===== config.mk =====
export PLATFORM = sky130hd
export DESIGN_NAME = mips_ctrl_fsm_flat
export DESIGN_NICKNAME = d
export VERILOG_FILES = /design/src/rtl/mips_ctrl_fsm_if.sv /design/src/rtl/mips_ctrl_fsm.sv /design/src/flat_wrapper.sv
export SDC_FILE = /design/constraint.sdc
export NUM_CORES = 1
export LEC_CHECK = 0
export BUFFER_PORTS_ARGS = -buffer_cell sky130_fd_sc_hd__buf_2
export CELL_PAD_IN_SITES_DETAIL_PLACEMENT = 0
export CELL_PAD_IN_SITES_GLOBAL_PLACEMENT = 1
export CORE_UTILIZATION = 28
export CTS_BUF_LIST = sky130_fd_sc_hd__clkbuf_4 sky130_fd_sc_hd__clkbuf_8
export DETAILED_ROUTE_END_ITERATION = 6
export PLACE_DENSITY = 0.61
export SETUP_SLACK_MARGIN = 0.2
export SYNTH_ARGS = -nofsm -noshare
export SYNTH_HDL_FRONTEND = slang
export SYNTH_SLANG_ARGS = --single-unit
export TNS_END_PERCENT = 30

===== constraint.sdc =====
create_clock -name clk -period 1.9 [get_ports clk]
set_input_delay 0.095 -clock clk [delete_from_list [all_inputs] [get_ports clk]]
set_output_delay 0.095 -clock clk [all_outputs]
set_load 0.05 [all_outputs]

===== src/rtl/mips_ctrl_fsm_if.sv =====
// Control bundle between the multicycle MIPS control unit and its datapath.
// No handshake: opcode is level-sampled by the FSM, every control line is a per-cycle level.
interface mips_ctrl_fsm_if;
    logic [5:0] opcode;
    logic       pc_write;
    logic       pc_write_cond;
    logic       i_or_d;
    logic       mem_read;
    logic       mem_write;
    logic       ir_write;
    logic       mem_to_reg;
    logic       reg_dst;
    logic       reg_write;
    logic       jump_and_link;
    logic       is_signed;
    logic       alu_src_a;
    logic [1:0] alu_src_b;
    logic [1:0] alu_op;
    logic [1:0] pc_source;
    logic       halted;
    logic [3:0] state_dbg;

    modport master (
        input  opcode,
        output pc_write, pc_write_cond, i_or_d, mem_read, mem_write, ir_write,
               mem_to_reg, reg_dst, reg_write, jump_and_link, is_signed,
               alu_src_a, alu_src_b, alu_op, pc_source, halted, state_dbg
    );

    modport slave (
        output opcode,
        input  pc_write, pc_write_cond, i_or_d, mem_read, mem_write, ir_write,
               mem_to_reg, reg_dst, reg_write, jump_and_link, is_signed,
               alu_src_a, alu_src_b, alu_op, pc_source, halted, state_dbg
    );
endinterface


===== src/rtl/mips_ctrl_fsm.sv =====
// Multicycle MIPS control FSM: fetch/decode/execute/memory/writeback sequencing.
// Controls are registered from the next state, so each cycle's outputs depend only on state.
module mips_ctrl_fsm #(
    parameter int         MEM_RD_LATENCY = 1,
    parameter logic [5:0] HALT_OPCODE    = 6'h3F
) (
    input  logic clk,
    input  logic rst,
    mips_ctrl_fsm_if.master bus
);

    typedef enum logic [3:0] {
        S_FETCH      = 4'd0,
        S_FETCH_WAIT = 4'd1,
        S_DECODE     = 4'd2,
        S_MEM_ADDR   = 4'd3,
        S_MEM_RD     = 4'd4,
        S_MEM_WAIT   = 4'd5,
        S_LW_WB      = 4'd6,
        S_SW         = 4'd7,
        S_R_EXEC     = 4'd8,
        S_R_WB       = 4'd9,
        S_I_EXEC     = 4'd10,
        S_I_WB       = 4'd11,
        S_BRANCH     = 4'd12,
        S_JUMP       = 4'd13,
        S_HALT       = 4'd14
    } state_t;

    typedef struct packed {
        logic       pc_write;
        logic       pc_write_cond;
        logic       i_or_d;
        logic       mem_read;
        logic       mem_write;
        logic       ir_write;
        logic       mem_to_reg;
        logic       reg_dst;
        logic       reg_write;
        logic       jump_and_link;
        logic       is_signed;
        logic       alu_src_a;
        logic [1:0] alu_src_b;
        logic [1:0] alu_op;
        logic [1:0] pc_source;
        logic       halted;
    } ctrl_t;

    localparam logic [1:0] LAST = 2'(MEM_RD_LATENCY - 1);

    function automatic ctrl_t ctl_for(state_t s, logic sgn, logic jal, logic last);
        ctrl_t c;
        c = '0;
        case (s)
            S_FETCH: begin
                c.mem_read  = 1'b1;
                c.alu_src_b = 2'b01;
                c.pc_write  = 1'b1;
            end
            S_FETCH_WAIT: c.ir_write = last;
            S_DECODE:     c.alu_src_b = 2'b11;
            S_MEM_ADDR: begin
                c.alu_src_a = 1'b1;
                c.alu_src_b = 2'b10;
                c.is_signed = 1'b1;
            end
            S_MEM_RD: begin
                c.mem_read = 1'b1;
                c.i_or_d   = 1'b1;
            end
            S_LW_WB: begin
                c.reg_write  = 1'b1;
                c.mem_to_reg = 1'b1;
            end
            S_SW: begin
                c.mem_write = 1'b1;
                c.i_or_d    = 1'b1;
            end
            S_R_EXEC: begin
                c.alu_src_a = 1'b1;
                c.alu_op    = 2'b10;
            end
            S_R_WB: begin
                c.alu_op    = 2'b10;
                c.reg_dst   = 1'b1;
                c.reg_write = 1'b1;
            end
            S_I_EXEC, S_I_WB: begin
                c.alu_src_a = 1'b1;
                c.alu_src_b = 2'b10;
                c.alu_op    = 2'b11;
                c.is_signed = sgn;
                c.reg_write = (s == S_I_WB);
            end
            S_BRANCH: begin
                c.alu_src_a     = 1'b1;
                c.alu_op        = 2'b01;
                c.pc_write_cond = 1'b1;
                c.pc_source     = 2'b01;
            end
            S_JUMP: begin
                c.pc_write      = 1'b1;
                c.pc_source     = 2'b10;
                c.jump_and_link = jal;
                c.reg_write     = jal;
            end
            S_HALT:  c.halted = 1'b1;
            default: c = '0;
        endcase
        return c;
    endfunction

    state_t     state, nstate;
    logic [1:0] cnt, ncnt;
    ctrl_t      ctl, nctl;
    logic       imm_signed;
    logic       sgn_next;

    assign imm_signed = bus.opcode inside {6'h09, 6'h10, 6'h0A};

    always_comb begin
        nstate = state;
        ncnt   = '0;
        case (state)
            S_FETCH: nstate = S_FETCH_WAIT;
            S_FETCH_WAIT: begin
                if (cnt == LAST) nstate = S_DECODE;
                else             ncnt   = cnt + 2'd1;
            end
            S_DECODE: begin
                if (bus.opcode == HALT_OPCODE) begin
                    nstate = S_HALT;
                end else begin
                    case (bus.opcode)
                        6'h00:                                     nstate = S_R_EXEC;
                        6'h23, 6'h2B:                              nstate = S_MEM_ADDR;
                        6'h09, 6'h10, 6'h0A, 6'h0B, 6'h0C,
                        6'h0D, 6'h0E:                              nstate = S_I_EXEC;
                        6'h01, 6'h04, 6'h05, 6'h06, 6'h07:         nstate = S_BRANCH;
                        6'h02, 6'h03:                              nstate = S_JUMP;
                        default:                                   nstate = S_FETCH;
                    endcase
                end
            end
            S_MEM_ADDR: begin
                if (bus.opcode == 6'h23)      nstate = S_MEM_RD;
                else if (bus.opcode == 6'h2B) nstate = S_SW;
                else                          nstate = S_FETCH;
            end
            S_MEM_RD: nstate = S_MEM_WAIT;
            S_MEM_WAIT: begin
                if (cnt == LAST) nstate = S_LW_WB;
                else             ncnt   = cnt + 2'd1;
            end
            S_R_EXEC: nstate = S_R_WB;
            S_I_EXEC: nstate = S_I_WB;
            S_HALT:   nstate = S_HALT;
            default:  nstate = S_FETCH;
        endcase
    end

    // Immediate signedness is latched at DECODE and carried into I_WB from the register.
    assign sgn_next = (state == S_DECODE) ? imm_signed : ctl.is_signed;

    always_comb begin
        nctl = ctl_for(nstate, sgn_next, bus.opcode == 6'h03, ncnt == LAST);
    end

    always_ff @(posedge clk) begin
        if (!rst) begin
            state <= S_FETCH;
            cnt   <= '0;
            ctl   <= ctl_for(S_FETCH, 1'b0, 1'b0, 1'b0);
        end else begin
            state <= nstate;
            cnt   <= ncnt;
            ctl   <= nctl;
        end
    end

    // Reset gates every output so nothing toggles while rst is held low.
    assign bus.pc_write      = rst & ctl.pc_write;
    assign bus.pc_write_cond = rst & ctl.pc_write_cond;
    assign bus.i_or_d        = rst & ctl.i_or_d;
    assign bus.mem_read      = rst & ctl.mem_read;
    assign bus.mem_write     = rst & ctl.mem_write;
    assign bus.ir_write      = rst & ctl.ir_write;
    assign bus.mem_to_reg    = rst & ctl.mem_to_reg;
    assign bus.reg_dst       = rst & ctl.reg_dst;
    assign bus.reg_write     = rst & ctl.reg_write;
    assign bus.jump_and_link = rst & ctl.jump_and_link;
    assign bus.is_signed     = rst & ctl.is_signed;
    assign bus.alu_src_a     = rst & ctl.alu_src_a;
    assign bus.alu_src_b     = {2{rst}} & ctl.alu_src_b;
    assign bus.alu_op        = {2{rst}} & ctl.alu_op;
    assign bus.pc_source     = {2{rst}} & ctl.pc_source;
    assign bus.halted        = rst & ctl.halted;
    assign bus.state_dbg     = rst ? state : 4'd0;

endmodule


===== src/flat_wrapper.sv =====
// flat-port wrapper written by rule: the top's interface ports become plain ports
module mips_ctrl_fsm_flat 
#(
    parameter int         MEM_RD_LATENCY = 1,
    parameter logic [5:0] HALT_OPCODE    = 6'h3F
)
  (clk, rst, bus_opcode, bus_pc_write, bus_pc_write_cond, bus_i_or_d, bus_mem_read, bus_mem_write, bus_ir_write, bus_mem_to_reg, bus_reg_dst, bus_reg_write, bus_jump_and_link, bus_is_signed, bus_alu_src_a, bus_alu_src_b, bus_alu_op, bus_pc_source, bus_halted, bus_state_dbg);
  mips_ctrl_fsm_if bus_i ();
  input  logic clk;
  input  logic rst;
  input wire logic [$bits(bus_i.opcode)-1:0] bus_opcode;
  output wire logic [$bits(bus_i.pc_write)-1:0] bus_pc_write;
  output wire logic [$bits(bus_i.pc_write_cond)-1:0] bus_pc_write_cond;
  output wire logic [$bits(bus_i.i_or_d)-1:0] bus_i_or_d;
  output wire logic [$bits(bus_i.mem_read)-1:0] bus_mem_read;
  output wire logic [$bits(bus_i.mem_write)-1:0] bus_mem_write;
  output wire logic [$bits(bus_i.ir_write)-1:0] bus_ir_write;
  output wire logic [$bits(bus_i.mem_to_reg)-1:0] bus_mem_to_reg;
  output wire logic [$bits(bus_i.reg_dst)-1:0] bus_reg_dst;
  output wire logic [$bits(bus_i.reg_write)-1:0] bus_reg_write;
  output wire logic [$bits(bus_i.jump_and_link)-1:0] bus_jump_and_link;
  output wire logic [$bits(bus_i.is_signed)-1:0] bus_is_signed;
  output wire logic [$bits(bus_i.alu_src_a)-1:0] bus_alu_src_a;
  output wire logic [$bits(bus_i.alu_src_b)-1:0] bus_alu_src_b;
  output wire logic [$bits(bus_i.alu_op)-1:0] bus_alu_op;
  output wire logic [$bits(bus_i.pc_source)-1:0] bus_pc_source;
  output wire logic [$bits(bus_i.halted)-1:0] bus_halted;
  output wire logic [$bits(bus_i.state_dbg)-1:0] bus_state_dbg;
  assign bus_i.opcode = bus_opcode;
  assign bus_pc_write = bus_i.pc_write;
  assign bus_pc_write_cond = bus_i.pc_write_cond;
  assign bus_i_or_d = bus_i.i_or_d;
  assign bus_mem_read = bus_i.mem_read;
  assign bus_mem_write = bus_i.mem_write;
  assign bus_ir_write = bus_i.ir_write;
  assign bus_mem_to_reg = bus_i.mem_to_reg;
  assign bus_reg_dst = bus_i.reg_dst;
  assign bus_reg_write = bus_i.reg_write;
  assign bus_jump_and_link = bus_i.jump_and_link;
  assign bus_is_signed = bus_i.is_signed;
  assign bus_alu_src_a = bus_i.alu_src_a;
  assign bus_alu_src_b = bus_i.alu_src_b;
  assign bus_alu_op = bus_i.alu_op;
  assign bus_pc_source = bus_i.pc_source;
  assign bus_halted = bus_i.halted;
  assign bus_state_dbg = bus_i.state_dbg;
  mips_ctrl_fsm #(.MEM_RD_LATENCY(MEM_RD_LATENCY), .HALT_OPCODE(HALT_OPCODE)) u_core (.clk(clk), .rst(rst), .bus(bus_i));
endmodule

# Yosys cells after proc, flatten, opt, wreduce, memory -nomap -nowiden
# Memories as Yosys holds them, arrays and structs flattened.
# Cells that the tools add are included.
op_classes:
  add_sub_neg: 1
  n_eq_ne: 29
  muxes: 24
  bitwise: 16
  n_reduce_logical: 16
op_table:
  columns: ["op", "n"]
  rows:
  - ["4-bit == test, second input constant", 10]
  - ["4-bit case mux with 9 select lines", 1]
  - ["4-bit by 3-bit == test with 1-bit output, second input constant", 5]
  - ["4-bit 2-to-1 mux", 5]
  - ["6-bit == test, second input constant", 3]
  - ["4-bit by 2-bit == test with 1-bit output, second input constant", 4]
  - ["2-bit OR reduction", 7]
  - ["1-bit AND", 13]
  - ["6-bit by 4-bit == test with 1-bit output, second input constant", 2]
  - ["2-bit case mux with 3 select lines", 2]
  - ["1-bit 2-to-1 mux", 10]
  - ["4-bit by 1-bit == test with 1-bit output, second input constant", 2]
  - ["4-bit logical NOT", 2]
  - ["2-bit AND", 3]
  - ["6-bit by 2-bit == test with 1-bit output, second input constant", 1]
  - ["6-bit by 5-bit == test with 1-bit output, second input constant", 1]
  - ["5-bit OR reduction", 1]
  - ["2-bit logical NOT", 2]
  - ["2-bit 2-to-1 mux", 2]
  - ["2-bit case mux with 2 select lines", 1]
  - ["2-bit AND reduction", 2]
  - ["3-bit 2-to-1 mux", 1]
  - ["1-bit case mux with 3 select lines", 1]
  - ["3-bit nonzero test", 1]
  - ["other kinds (4)", 4]
word_totals:
  ff_bits: 25
  mem_bits_ro: 256
  out_inout_bits: 23
  wordCells: 105
  memories: 1
memory_table:
  columns: ["name", "depth", "width", "rd", "rd_ports_with_merged_regs", "wr", "line_no", "rtl"]
  rows:
  - ["(no name shown)", 64, 4, 1, 0, 0, "mips_ctrl_fsm.sv:134", "case (bus.opcode)"]

# Longest topological paths before layout
depth:
  ltp_word: 7
  ltp_mapped: 8
  depth_no_buf: 7

# Least setup slack after synthesis
# OpenSTA, ideal clock, no wires.
synth_timing:
  path_kind: "reg2reg"
  start: "register u_core.state[0]"
  end: "register u_core.ctl[18] (netlist name)"
  setup_ns: 0.069
  arrival_time_ns: 1.661
  t_required_ns: 1.831
  setup_slack_ns: 0.171
  stages_incl_launch_ff: 8
  path_buffers: 1
  period_less_slack_ns: 1.729
  path_cell_list: "dfxtp_1 > buf_4 > nor3b_4 > nand2b_1 > o32ai_4 > nand2_1 > mux2_2 > o21ai_1"
synth_between:
  elab_chain_len: 5
synth_rtl:
  columns: ["element", "line_no", "rtl"]
  rows:
  - ["from (decl)", "mips_ctrl_fsm.sv:113", "state_t state, nstate;"]
  - ["from (signal assigned)", "mips_ctrl_fsm.sv:175", "state <= nstate;"]
  - ["4-bit == test (tied with other cells)", "mips_ctrl_fsm.sv:124", "case (state)"]
  - ["4-bit case mux with 9 select lines (*)", "mips_ctrl_fsm.sv:124", null]
  - ["4-bit == test / 4-bit logical NOT (equally long branches)", "mips_ctrl_fsm.sv:54", "case (s)"]
  - ["2-bit OR reduction (no line) (*)", null, null]
  - ["1-bit 2-to-1 mux (*)", "mips_ctrl_fsm.sv:54", null]
  - ["to (signal assigned)", "mips_ctrl_fsm.sv:173", "ctl <= ctl_for(S_FETCH, 1'b0, 1'b0, 1'b0);"]
  - ["to (signal assigned)", "mips_ctrl_fsm.sv:177", "ctl <= nctl;"]
  - ["to (decl)", "mips_ctrl_fsm.sv:115", "ctrl_t ctl, nctl;"]
# Every way passes the cells marked *; elsewhere a longest branch is shown, timed or not.
# A chain may end at the register's enable or synchronous reset.

# Final worst setup path
layout_timing:
  start: "register u_core.state[2]"
  end: "register u_core.ctl[13] (netlist name)"
layout_between:
  elab_chain_len: 4
layout_rtl:
  columns: ["element", "line_no"]
  rows:
  - ["4-bit == test (tied with other cells)", "mips_ctrl_fsm.sv:124"]
  - ["4-bit case mux with 9 select lines / 2-bit OR reduction (equally long branches)", null]
  - ["4-bit by 1-bit == test with 1-bit output / 2-bit 2-to-1 mux (equally long branches)", null]
  - ["2-bit AND reduction (no line) / 2-bit logical NOT (equally long branches)", null]
# Parallel ways exist; a longest one is shown, timed or not.

==> impl_metrics.env <==
export IMPL_post_synth_cell_area_avg_um2=8.86
export IMPL_slew_limit_headroom_pct=64.8
export IMPL_cts_buffers=3
export IMPL_cp_top_family="simple AND/OR/NAND/NOR gates"
export IMPL_area_growth_synth_to_final_pct=41.5
export IMPL_r2r_slack_ns=0.16
export IMPL_setup_viol=0
export IMPL_layout_min_cycle_time_ns=1.74
export IMPL_die_h_um=74.9
export IMPL_core_um2=5110
export IMPL_fin_nets=241
export IMPL_r2r_cells=7
export IMPL_worstMarginPinSlew_ns=0.526
export IMPL_fmax_mhz=574
export IMPL_overflow=0
export IMPL_firstDrtPassIters=4
export IMPL_hold_viol_final=0
export IMPL_netlist_top_cells_count="dfxtp_1 (24), and2_1 (23), nand2_1 (9)"
export IMPL_start_kind="flop"
export IMPL_fp_row_count=26
export IMPL_startpoint="u_core.state[2]"
export IMPL_crit_path_cell_trace="buf_4 > nor4bb_2 > nand3_1 > o311ai_4 > nand2_2 > or3_4 > nor3_2"
export IMPL_final_cells=299
export IMPL_peakVddDrop_v=0.000181
export IMPL_track_usage_pct=13.5
export IMPL_clk_insertion_delay_late_ns=0.26
export IMPL_postSynthCellCount=168
export IMPL_synth_seq_cells=24
export IMPL_hpwl_mm=2.66
export IMPL_leakage_nw=0.951
export IMPL_synthTopCellsByArea="dfxtp_1 (32%), and2_1 (9.7%), and3_1 (2.9%)"
export IMPL_diodes=0
export IMPL_fin_hold_ws_ns=0.275
export IMPL_yosysSeqAreaShare_pct=32.3
export IMPL_arrival_ns=1.94
export IMPL_hold_buffers=0
export IMPL_hold_class="input port to flop"
export IMPL_synth_area_um2=1490
export IMPL_synth_edf_count=0
export IMPL_gp_congestion=0.789
export IMPL_async_flop_share_pct=0
export IMPL_crit_required_ns=2.09
export IMPL_ys_warn_count=0
export IMPL_final_layout_size_suffix_gt1_share_pct=48.9
export IMPL_ctsLongestPathBuffers=2
export IMPL_crit_type="flop to flop"
export IMPL_ys_types=52
export IMPL_slowest_stage="dfxtp_2"
export IMPL_tritoncts="done"
export IMPL_num_vias=1378
export IMPL_maxCapViolations=0
export IMPL_routedWlPerCell_um=12.0
export IMPL_clockRootBuffer="clkbuf_8"
export IMPL_h_tree_depth=1
export IMPL_dp_cells=288
export IMPL_totalWireLength_mm=3.59
export IMPL_crit_path_max_fanout=5
export IMPL_total_power_mw=1.31
export IMPL_synthFlopType="dfxtp_1"
export IMPL_rsz0062_at_grt="true"
export IMPL_die_w_um=74.9
export IMPL_ios=31
export IMPL_grt_pass1_wl_mm=5.86
export IMPL_drtIter0Drc=57
export IMPL_port_buffers=30
export IMPL_reg2reg_from="u_core.state[2]"
export IMPL_synth_nets=178
export IMPL_crit_buf_inv=1
export IMPL_grt_pass1_vias=1214
export IMPL_r2r_end="u_core.ctl[13]"
export IMPL_cts_clk_slew_worst_paths_ns=0.08
export IMPL_start_util_pct=29.1
export IMPL_post_route_drc_count=0
export IMPL_run_status="completed"
export IMPL_route_antenna_remaining_nets=0
export IMPL_via_per_inst=4.61
export IMPL_min_path_cells=2
export IMPL_finClkSkew_ns=0.00263
export IMPL_drv_slew=0
export IMPL_grt_max_degree=36
export IMPL_critPathMaxStageDelay_ns=0.36
export IMPL_antenna_found_initial=0
export IMPL_min_to="u_core.ctl[15]"
export IMPL_finalCritPeriodShare_pct=91.7
export IMPL_yosys_area_top_type="dfxtp_1"
export IMPL_clkSinkCount=24
export IMPL_die_area_um2=5610
export IMPL_synth_top_cell_area_share_pct=32.3
export IMPL_critPathCaptureType="flop"
export IMPL_hold_path_startpoint="rst"
export IMPL_yosysMostFrequentCell="dfxtp_1"
export IMPL_p_per_area_nw_per_um2=622
-- stage by stage --
step / util [%] / setup slack [ns] / cell area, um2 / setup TNS [ns]
floorplan: - / 0.189 / 1490 / 0
global route: 41.2 / 0.0578 / 2100 / 0
finish: 41.2 / 0.157 / 2100 / 0
detailed placement: 37.0 / -0.0593 / 1890 / -0.133
CTS: 40.0 / 0.144 / 2040 / 0
global placement: 37.0 / -0.0459 / 1890 / -0.109
-- cells by family (layout without fill, tap and decap cells) --
family,Yosys count,in the layout,synth area share [%]
buffers and inverters,21,81,8.24
AOI/OAI and AO/OA,34,35,20.5
adders and majority gates,2,2,1.68
xor gates and xnor gates,2,2,1.18
muxes,2,2,1.43
DFF,24,24,32.3
and+or+nand+nor,83,83,34.7
-- power by group --
part	internal (mW)	switching [mW]	leakage, nW
combinational	0.217	0.256	0.730
sequential	0.534	0.0156	0.199
clock	0.142	0.145	0.0216
-- metal layers --
layer | global-route usage, % | up-vias | part of all wire [%]
met4 | 5.03 | 0 | 1.5
li1 | - | 711 | -
met1 | 17.4 | 633 | 48
met2 | 23.8 | 30 | 48
met5 | 0 | - | 0
met3 | 0.803 | 4 | 2.6
-- cell type report --
| class | instances | area [um2] |
|---|---|---|
| inverter | 6 | 22.5 |
| multi-input combinational | 124 | 987 |
| fill | 523 | 3000 |
| clock buffer | 3 | 41.3 |
| timing repair buffer | 72 | 473 |
| tap | 70 | 87.6 |
| sequential | 24 | 493 |
-- timing repair --
| action | CTS | global route |
|---|---|---|
| gates resized for setup | 17 | 10 |
| pin swaps | 14 | 9 |
| endpoints found under the setup margin | 17 | 17 |
| buffers inserted | 4 | 3 |
| gates cloned | 1 | 0 |
-- sequential cells by signal (all words and copies together) (netlist names) --
signal / cells
u_core.cnt: 2
u_core.ctl: 18
u_core.state: 4
-- worst max path at each step --
stage	endpoint	slack (ns)	depth (start not counted)
2_1_floorplan	u_core.ctl[7]	0.19	8
3_3_place_gp	u_core.state[1]	-0.05	7
3_5_place_dp	u_core.ctl[14]	-0.06	5
4_1_cts	u_core.ctl[0]	0.14	8
5_1_grt	u_core.ctl[13]	0.06	7
6_report	u_core.ctl[13]	0.16	7
-- layout by cell type (no fill, tap or decap), types with 2 or more instances in the layout --
master,Yosys,routed
a211o_1,2,2
a21oi_2,1,3
a22oi_1,2,2
a31oi_1,3,3
and2_1,23,23
and2b_1,2,2
and3_1,7,7
buf_2,5,30
buf_4,4,40
buf_6,3,2
clkbuf_8,0,3
dfxtp_1,24,18
dfxtp_2,0,4
dfxtp_4,0,2
inv_1,6,6
nand2_1,9,8
nand2_2,1,2
nand2b_1,6,4
nand2b_4,0,2
nand3_1,6,4
nand3_2,0,2
nor2_1,8,6
nor3_1,6,5
nor3_2,1,2
nor3b_1,2,2
nor4bb_2,0,2
o21ai_0,5,5
o21ai_1,3,3
o21ai_2,2,2
o311ai_4,1,2
or2_1,2,2
Power figures use the tool's default switching activity.
